### src/rtl/recv_check_module.sv
// Terminates one switch output port and checks each packet's header, sequence number and payload pattern.
// Each finished packet gives a one-cycle good or bad pulse one cycle after its eop beat.
module recv_check_module #(
  parameter int RX_PORT         = 0,
  parameter int PORT_NUB_TOTAL  = 16,
  parameter int DATA_WIDTH      = 32,
  parameter int PRIORITY        = 8,
  parameter int DATA_LENGTH_MAX = 256,
  localparam int WIDTH_SEL      = $clog2(PORT_NUB_TOTAL),
  localparam int WIDTH_PRIORITY = $clog2(PRIORITY),
  localparam int WIDTH_LENGTH   = $clog2(DATA_LENGTH_MAX)
) (
  input  logic                      clk,
  input  logic                      rst,
  input  logic                      rd_sop,
  input  logic                      rd_eop,
  input  logic                      rd_vld,
  input  logic [DATA_WIDTH-1:0]     rd_data,
  input  logic                      ready_en,
  output logic                      ready,
  output logic                      pkt_done,
  output logic                      pkt_err,
  output logic [2:0]                err_code,
  output logic [WIDTH_SEL-1:0]      last_src,
  output logic [WIDTH_PRIORITY-1:0] last_prio,
  output logic [WIDTH_LENGTH-1:0]   last_len,
  output logic [15:0]               pkt_cnt,
  output logic [15:0]               err_cnt
);
  localparam int WIDTH_SEQ = 12;
  localparam int OFF_PRIO  = WIDTH_SEL;
  localparam int OFF_LEN   = OFF_PRIO + WIDTH_PRIORITY;
  localparam int OFF_SRC   = OFF_LEN + WIDTH_LENGTH;
  localparam int OFF_SEQ   = OFF_SRC + WIDTH_SEL;

  typedef enum logic [1:0] {IDLE, PAYLOAD, DRAIN} state_t;
  state_t state, state_next;

  logic [WIDTH_SEL-1:0]      h_dest, h_src, src_q;
  logic [WIDTH_PRIORITY-1:0] h_prio, prio_q;
  logic [WIDTH_LENGTH-1:0]   h_len, len_q, cnt_q;
  logic [WIDTH_SEQ-1:0]      h_seq, seq_q;
  logic [WIDTH_SEQ-1:0]      seq_tbl [PORT_NUB_TOTAL];
  logic [2:0]                err_q, new_err, err_eff;
  logic [DATA_WIDTH-1:0]     exp_data;
  logic beat, is_last, cap_hdr, cnt_inc, fin_ok, fin_err, orphan;

  assign beat     = rd_vld & ready;
  assign h_dest   = rd_data[0 +: WIDTH_SEL];
  assign h_prio   = rd_data[OFF_PRIO +: WIDTH_PRIORITY];
  assign h_len    = rd_data[OFF_LEN +: WIDTH_LENGTH];
  assign h_src    = rd_data[OFF_SRC +: WIDTH_SEL];
  assign h_seq    = rd_data[OFF_SEQ +: WIDTH_SEQ];
  assign exp_data = DATA_WIDTH'({src_q, seq_q, 16'(cnt_q)});
  assign is_last  = (cnt_q == len_q - WIDTH_LENGTH'(1));

  always_comb begin
    state_next = state;
    cap_hdr    = 1'b0;
    cnt_inc    = 1'b0;
    fin_ok     = 1'b0;
    fin_err    = 1'b0;
    orphan     = 1'b0;
    new_err    = 3'd0;
    err_eff    = 3'd0;
    // Error candidates are tested lowest code first so same-cycle ties resolve to the smallest code.
    unique case (state)
      IDLE: if (beat) begin
        if (rd_sop) begin
          cap_hdr = 1'b1;
          if (h_dest != WIDTH_SEL'(RX_PORT))            new_err = 3'd1;
          else if (rd_eop && h_len != '0)               new_err = 3'd2;
          else if (h_seq != seq_tbl[h_src])             new_err = 3'd4;
          if (!rd_eop) state_next = PAYLOAD;
        end else begin
          orphan = 1'b1;
        end
      end
      PAYLOAD: if (beat) begin
        if (rd_sop) begin
          new_err    = 3'd5;
          state_next = DRAIN;
        end else begin
          cnt_inc = 1'b1;
          if (rd_eop != is_last)         new_err = 3'd2;
          else if (rd_data != exp_data)  new_err = 3'd3;
          if (rd_eop)       state_next = IDLE;
          else if (is_last) state_next = DRAIN;
        end
      end
      DRAIN: if (beat) begin
        if (rd_sop) new_err = 3'd5;
        if (rd_eop) state_next = IDLE;
      end
      default: state_next = IDLE;
    endcase
    err_eff = (state != IDLE && err_q != 3'd0) ? err_q : new_err;
    if (beat && rd_eop && !(state == PAYLOAD && rd_sop) && !orphan) begin
      fin_ok  = (err_eff == 3'd0);
      fin_err = (err_eff != 3'd0);
    end
  end

  always_ff @(posedge clk or posedge rst) begin
    if (rst) state <= IDLE;
    else     state <= state_next;
  end

  always_ff @(posedge clk or posedge rst) begin
    if (rst) begin
      for (int i = 0; i < PORT_NUB_TOTAL; i++) seq_tbl[i] <= '0;
    end else if (cap_hdr) begin
      seq_tbl[h_src] <= h_seq + WIDTH_SEQ'(1);
    end
  end

  always_ff @(posedge clk or posedge rst) begin
    if (rst) begin
      ready     <= 1'b0;
      pkt_done  <= 1'b0;
      pkt_err   <= 1'b0;
      err_code  <= '0;
      last_src  <= '0;
      last_prio <= '0;
      last_len  <= '0;
      pkt_cnt   <= '0;
      err_cnt   <= '0;
      src_q     <= '0;
      prio_q    <= '0;
      len_q     <= '0;
      seq_q     <= '0;
      cnt_q     <= '0;
      err_q     <= '0;
    end else begin
      ready    <= ready_en;
      pkt_done <= fin_ok;
      pkt_err  <= fin_err | orphan;
      if (cap_hdr) begin
        src_q  <= h_src;
        prio_q <= h_prio;
        len_q  <= h_len;
        seq_q  <= h_seq;
        cnt_q  <= '0;
        err_q  <= new_err;
      end else if (beat && state != IDLE) begin
        err_q <= err_eff;
      end
      if (cnt_inc) cnt_q <= cnt_q + WIDTH_LENGTH'(1);
      // A header-only packet finishes from the live header, everything else from the captured one.
      if (fin_ok || fin_err) begin
        last_src  <= (state == IDLE) ? h_src  : src_q;
        last_prio <= (state == IDLE) ? h_prio : prio_q;
        last_len  <= (state == IDLE) ? h_len  : len_q;
      end
      if (fin_err)     err_code <= err_eff;
      else if (orphan) err_code <= 3'd6;
      if (fin_ok && pkt_cnt != 16'hFFFF) pkt_cnt <= pkt_cnt + 16'd1;
      if ((fin_err || orphan) && err_cnt != 16'hFFFF) err_cnt <= err_cnt + 16'd1;
    end
  end
endmodule

### config.mk
export PLATFORM = sky130hd
export DESIGN_NAME = recv_check_module
export DESIGN_NICKNAME = d
export VERILOG_FILES = /design/src/rtl/recv_check_module.sv
export SDC_FILE = /design/constraint.sdc
export NUM_CORES = 1
export LEC_CHECK = 0
export BUFFER_PORTS_ARGS = -buffer_cell sky130_fd_sc_hd__buf_2
export CORE_MARGIN = 5
export CORE_UTILIZATION = 55
export DETAILED_ROUTE_END_ITERATION = 10
export PLACE_DENSITY_LB_ADDON = 0.05
export SYNTH_ARGS = -nofsm -noshare
export SYNTH_HDL_FRONTEND = slang
export SYNTH_SLANG_ARGS = --single-unit
### constraint.sdc
create_clock -name clk -period 8.9 [get_ports clk]
set_input_delay 0.445 -clock clk [delete_from_list [all_inputs] [get_ports clk]]
set_output_delay 0.445 -clock clk [all_outputs]
set_load 0.02 [all_outputs]
Word level (Yosys, flattened, before mapping)

Index checks and enable logic that the tools add are counted.

Word-level logic and storage cells: 129
Bits in writable memories: 0
Input port bits: 38
Memory bits (read-only): 0
Register bits after elaboration: 285
Memories: 0
Bits in latches: 0

Multipliers: 0
Order comparisons: 2
Bitwise logic cells: 3
Reduce and logical (&&, ||, !) cells: 25
Shift-type cells: 0
Equality and inequality tests: 15
Mux-type cells: 47
Divide/modulo/power cells: 0
Add/sub/neg operators: 5

Operators with widths:

| operator                | number |
|---|---|
| $bwmux W192             | 1 |
| $bmux W12 S4            | 1 |
| $demux W12 S4           | 1 |
| $mux W3                 | 15 |
| $mux W12                | 3 |
| $add A16 B1 Y16 const B | 2 |
| $ne A16 B16 Y1 const B  | 2 |
| $ne A32 B32 Y1          | 1 |
| $mux W8                 | 3 |
| $mux W2                 | 11 |
| $add A12 B1 Y12 const B | 1 |
| $ne A12 B12 Y1          | 1 |
| $ne A2 B2 Y1 const B    | 6 |
| $logic_and A1 B1 Y1     | 10 |
| $mux W1                 | 9 |
| $pmux W3 S3             | 1 |
| $add A8 B1 Y8 const B   | 1 |
| $eq A8 B8 Y1            | 1 |
| $reduce_bool A2 Y1      | 4 |
| $reduce_bool A8 Y1      | 1 |
| $sub A8 B1 Y8 const B   | 1 |
| $reduce_and A7 Y1       | 1 |
| $pmux W2 S3             | 1 |
| $reduce_bool A3 Y1      | 2 |
| other kinds (15)        | 17 |

Depth between registers and ports, before layout

Word-level depth: 16
Gate-level depth with buffers: 14
Mapped depth without buffers: 12

Worst setup path after synthesis

No wires, ideal clock.

Path kind: input to register
From: input port rd_data[16]
To: register pkt_cnt[1]
Required time: 8,775 ps
Path buffers: 2
Setup slack: 5,595 ps
Arrival time: 3,180 ps
Stages on the path: 10
Cells stage by stage: buf_4 -> buf_4 -> mux4_2 -> mux4_2 -> xnor2_1 -> o2111ai_1 -> nor4_2 -> o211ai_2 -> a211oi_4 -> mux2_2

Word-level cells in the longest chain between the ends: 15
Elaborated cells between the ends (all ways): 20
Classes of those cells: eq/ne: 2; mux: 15; bitwise: 1; reduce/logical: 2

RTL lines:

| item                                         | RTL line | source |
|---|---|---|
| start, declared                              | 18       | `input logic [DATA_WIDTH-1:0] rd_data,` |
| $not A4 Y5 (not written as such)             | 73       | `else if (h_seq != seq_tbl[h_src]) new_err = 3'd4;` |
| $bmux W12 S4                                 | 73       |  |
| $mux W12 (not written as such) (2 in series) | 73       |  |
| $ne A12 B12 Y1                               | 73       |  |
| $mux W3                                      | 73       |  |
| $mux W3                                      | 72       | `else if (rd_eop && h_len != '0) new_err = 3'd2;` |
| $mux W3                                      | 71       | `if (h_dest != WIDTH_SEL'(RX_PORT)) new_err = 3'd1;` |
| $mux W3                                      | 69       | `if (rd_sop) begin` |
| $mux W3                                      | 68       | `IDLE: if (beat) begin` |
| $pmux W3 S3 (*)                              | 67       | `unique case (state)` |
| $mux W3 (*)                                  | 97       | `err_eff = (state != IDLE && err_q != 3'd0) ? err_q : new_err;` |
| $logic_not A3 Y1 (*)                         | 99       | `fin_ok = (err_eff == 3'd0);` |
| $mux W1 (*)                                  | 98       | `if (beat && rd_eop && !(state == PAYLOAD && rd_sop) && !orphan) begin` |
| $logic_and A1 B1 Y1 (*)                      | 157      | `if (fin_ok && pkt_cnt != 16'hFFFF) pkt_cnt <= pkt_cnt + 16'd1;` |
| end signal, assigned                         | 157      |  |
| end, declared                                | 27       | `output logic [15:0] pkt_cnt,` |

Every way passes the cells marked *; elsewhere a longest branch is shown, timed or not. The select of a mux whose other input is x is not followed.
A chain may end at the register's enable or synchronous reset.

Worst setup path in the final report

Ends and elaborated chain as after synthesis.

==> flow_summary.yaml <==
floorplan:
  fp-row-count: 57
  die_height_um: 168
  die_area_um2: 28100
  start_util: 0.561
  die_width_um: 168
  coreArea_um2: 24400
  ioPinCount: 91
worst_setup_path:
  cp_num_buf_inv: 2
  reg2reg_to: "err_cnt[1]"
  worst_path_largest_cell_delay_ns: 0.64
  reg2reg_slack_ns: 5.07
  arrival_ns: 4.44
  crit_family: "compound AO/OA/AOI/OAI gates"
  critPathRequiredTime_ns: 9.34
  path_class: "in -> reg"
  r2r-start: "len_q[0]"
  critPathLaunchType: "input pin"
  slowest_stage: "buf_4"
  crit_chain: "buf_4 -> buf_4 -> mux2_2 -> o22a_1 -> a21o_1 -> a2111oi_0 -> o2111ai_1 -> nor4_2 -> o211ai_2 -> a211oi_4 -> mux2_2"
  ff2ff_path_depth: 12
  endpoint_kind: "flop"
  critPathMaxFanout: 44
placement:
  postPlaceCellArea_um2: 14300
  routabilityCongestion: 0.844
  place_hpwl_um: 21500
  place_inst: 1670
  portBuffers: 90
detailed_routing:
  drc: 0
  vias_per_cell: 5.74
  totalWireLength_um: 33900
  drtPass1Iterations: 5
  postRouteAntennaNets: 0
  drtIter0Drc: 859
  wl_per_cell_um: 19.6
  vias: 9921
final_layout:
  stdcell_count: 1727
  nets: 1423
  final_area_um2: 15300
  area_growth_pct: 12.0
  n_antenna_cell: 0
  drive_gt1_frac: 0.180
power:
  total_power_uw: 4060
  power_leakage_uw: 0.00716
  max-vdd-ir-drop_uv: 177
  powerDensity_nw_per_um2: 265
synth:
  syn_area_um2: 13700
  synthTopCellsByCount: "dfrtp_1 (285), nand2_1 (212), o21ai_0 (133)"
  postSynthAreaPerCell_um2: 10.3
  synth_async_sr_flop_share: 1.00
  ys_seq_area_frac: 0.522
  yosysTopAreaCell: "dfrtp_1"
  yosys_warnings: 0
  synth_cell_types: 60
  synth_edf_count: 0
  synth_top_area_frac: 0.522
  ys.flop_type: "dfrtp_1"
  syn_inst: 1331
  synthTopCellsByArea: "dfrtp_1 (52%), mux4_2 (6.4%), nand2_1 (5.8%), o21ai_0 (4.9%), mux2i_1 (3.9%)"
  yosysMostFrequentCell: "dfrtp_1"
  ys_seq_elements: 285
  synth_nets: 1374
timing:
  holdWs_ns: 0.120
  finalHoldViolCount: 0
  skew_ns: 0.0186
  fmax_mhz: 250
  fin_tns_setup_ns: 0
  slew_headroom: 0.0903
  final.min_clock_period_ns: 4.00
  fin_crit_sh: 0.450
  worstMarginPinSlew_ns: 1.35
  setup_viol: 0
  rsz0062_at_grt: "false"
  drv_slew: 0
worst_hold_path:
  holdPathStages: 3
  holdPathEnd: "len_q[4]"
  hold_start: "rd_data[11]"
  hp-class: "in -> reg"
clocking:
  htreeDepth: 1
  cts_made_buffers: 30
  clockBufferDepth: 3
  clkLatencyLatePin_ns: 0.56
  path_clk_slew_ns: 0.06
  cts_sinks: 285
  cts_tree: "yes"
  cts-root-buf: "clkbuf_16"
global_route:
  grt_use_total: 0.241
  grt_overflow: 0
  grt_pass1_vias: 9702
  antenna_found_initial: 0
  grt_max_degree: 150
  grt_pass1_wl_um: 54800
status:
  status: "completed"
run:
  drv_cap: 0
flip-flops by register name, summed over array words and instances, names as in the netlist, 4 cells and up:
name,flops
err_cnt,16
cnt_q,8
pkt_cnt,16
seq_q,12
last_src,4
last_len,8
len_q,8
seq_tbl,192
src_q,4
layout by cell type, fill, tap and decap left out, types with 18 or more instances in the layout:
cell       netlist  layout
a21oi_1         84      84
buf_2           10      89
buf_4            5      24
clkbuf_16        0      30
dfrtp_1        285     285
inv_1           19      18
mux2_2          26      26
mux2i_1         53      53
mux4_2          39      39
nand2_1        212     212
nand3_1         33      33
nor2_1         109     102
o21ai_0        133     133
xnor2_1         36      36
xor2_1          53      53
per-stage QoR:
stage | utilization | setup slack, ns
6_report | 0.628 | 4.90
5_1_grt | 0.628 | 4.75
4_1_cts | 0.628 | 4.92
3_5_place_dp | 0.588 | 4.33
3_3_place_gp | 0.588 | 4.38
2_1_floorplan | - | 0.591
how the worst max path moves through the flow:
stage	endpoint	cells after the start	startpoint
6_report	pkt_cnt[1]	11	rd_data[16]
5_1_grt	pkt_cnt[1]	11	rd_data[16]
4_1_cts	pkt_cnt[1]	11	rd_data[16]
3_5_place_dp	pkt_cnt[1]	11	rd_data[16]
3_3_place_gp	pkt_cnt[1]	11	rd_data[16]
2_1_floorplan	cnt_q[0]	1	rst
layout make-up:
type / instances / area [um2]
repair buffers: 114 / 636
clock inverters: 13 / 126
inverters: 19 / 78.8
flip-flops and latches: 285 / 7130
well taps: 324 / 405
fillers: 2106 / 9070
multi-input cells: 930 / 6100
clock buffers: 42 / 836
tightest hold or removal path, stage by stage:
cell and delay (ns):
buf_2 0.10, nand2_1 0.05, nand2_1 0.05
layer usage:
metal,routed length [um],track usage,up-vias
li1,-,-,4721
met1,15500,0.351,4881
met2,15900,0.391,271
met3,1850,0.0314,48
met4,725,0.0572,0
met5,0,0,-
repair_timing:
item | CTS | global route
resized for setup | 0 | 0
buffers inserted | 0 | 0
hold endpoints to repair | 1 | 0
hold buffers | 1 | 0
report_power, final:
group	total, uW	switching [uW]	internal [uW]
sequential	1860	228	1630
combinational	978	548	429
clock	1220	510	711
total	4060	1290	2770
cells by family (layout without fill, tap and decap cells):
group	Yosys count	after routing	synth area share
AND/OR/NAND/NOR	457	457	0.151
adder cells (fa/ha/maj)	5	5	0.00458
flip-flops	285	285	0.522
buffers and inverters	116	188	0.0347
AO/OA/AOI/OAI	261	261	0.106
multiplexers	118	118	0.124
XOR/XNOR	89	89	0.0570
(Power assumes the default switching activity.)
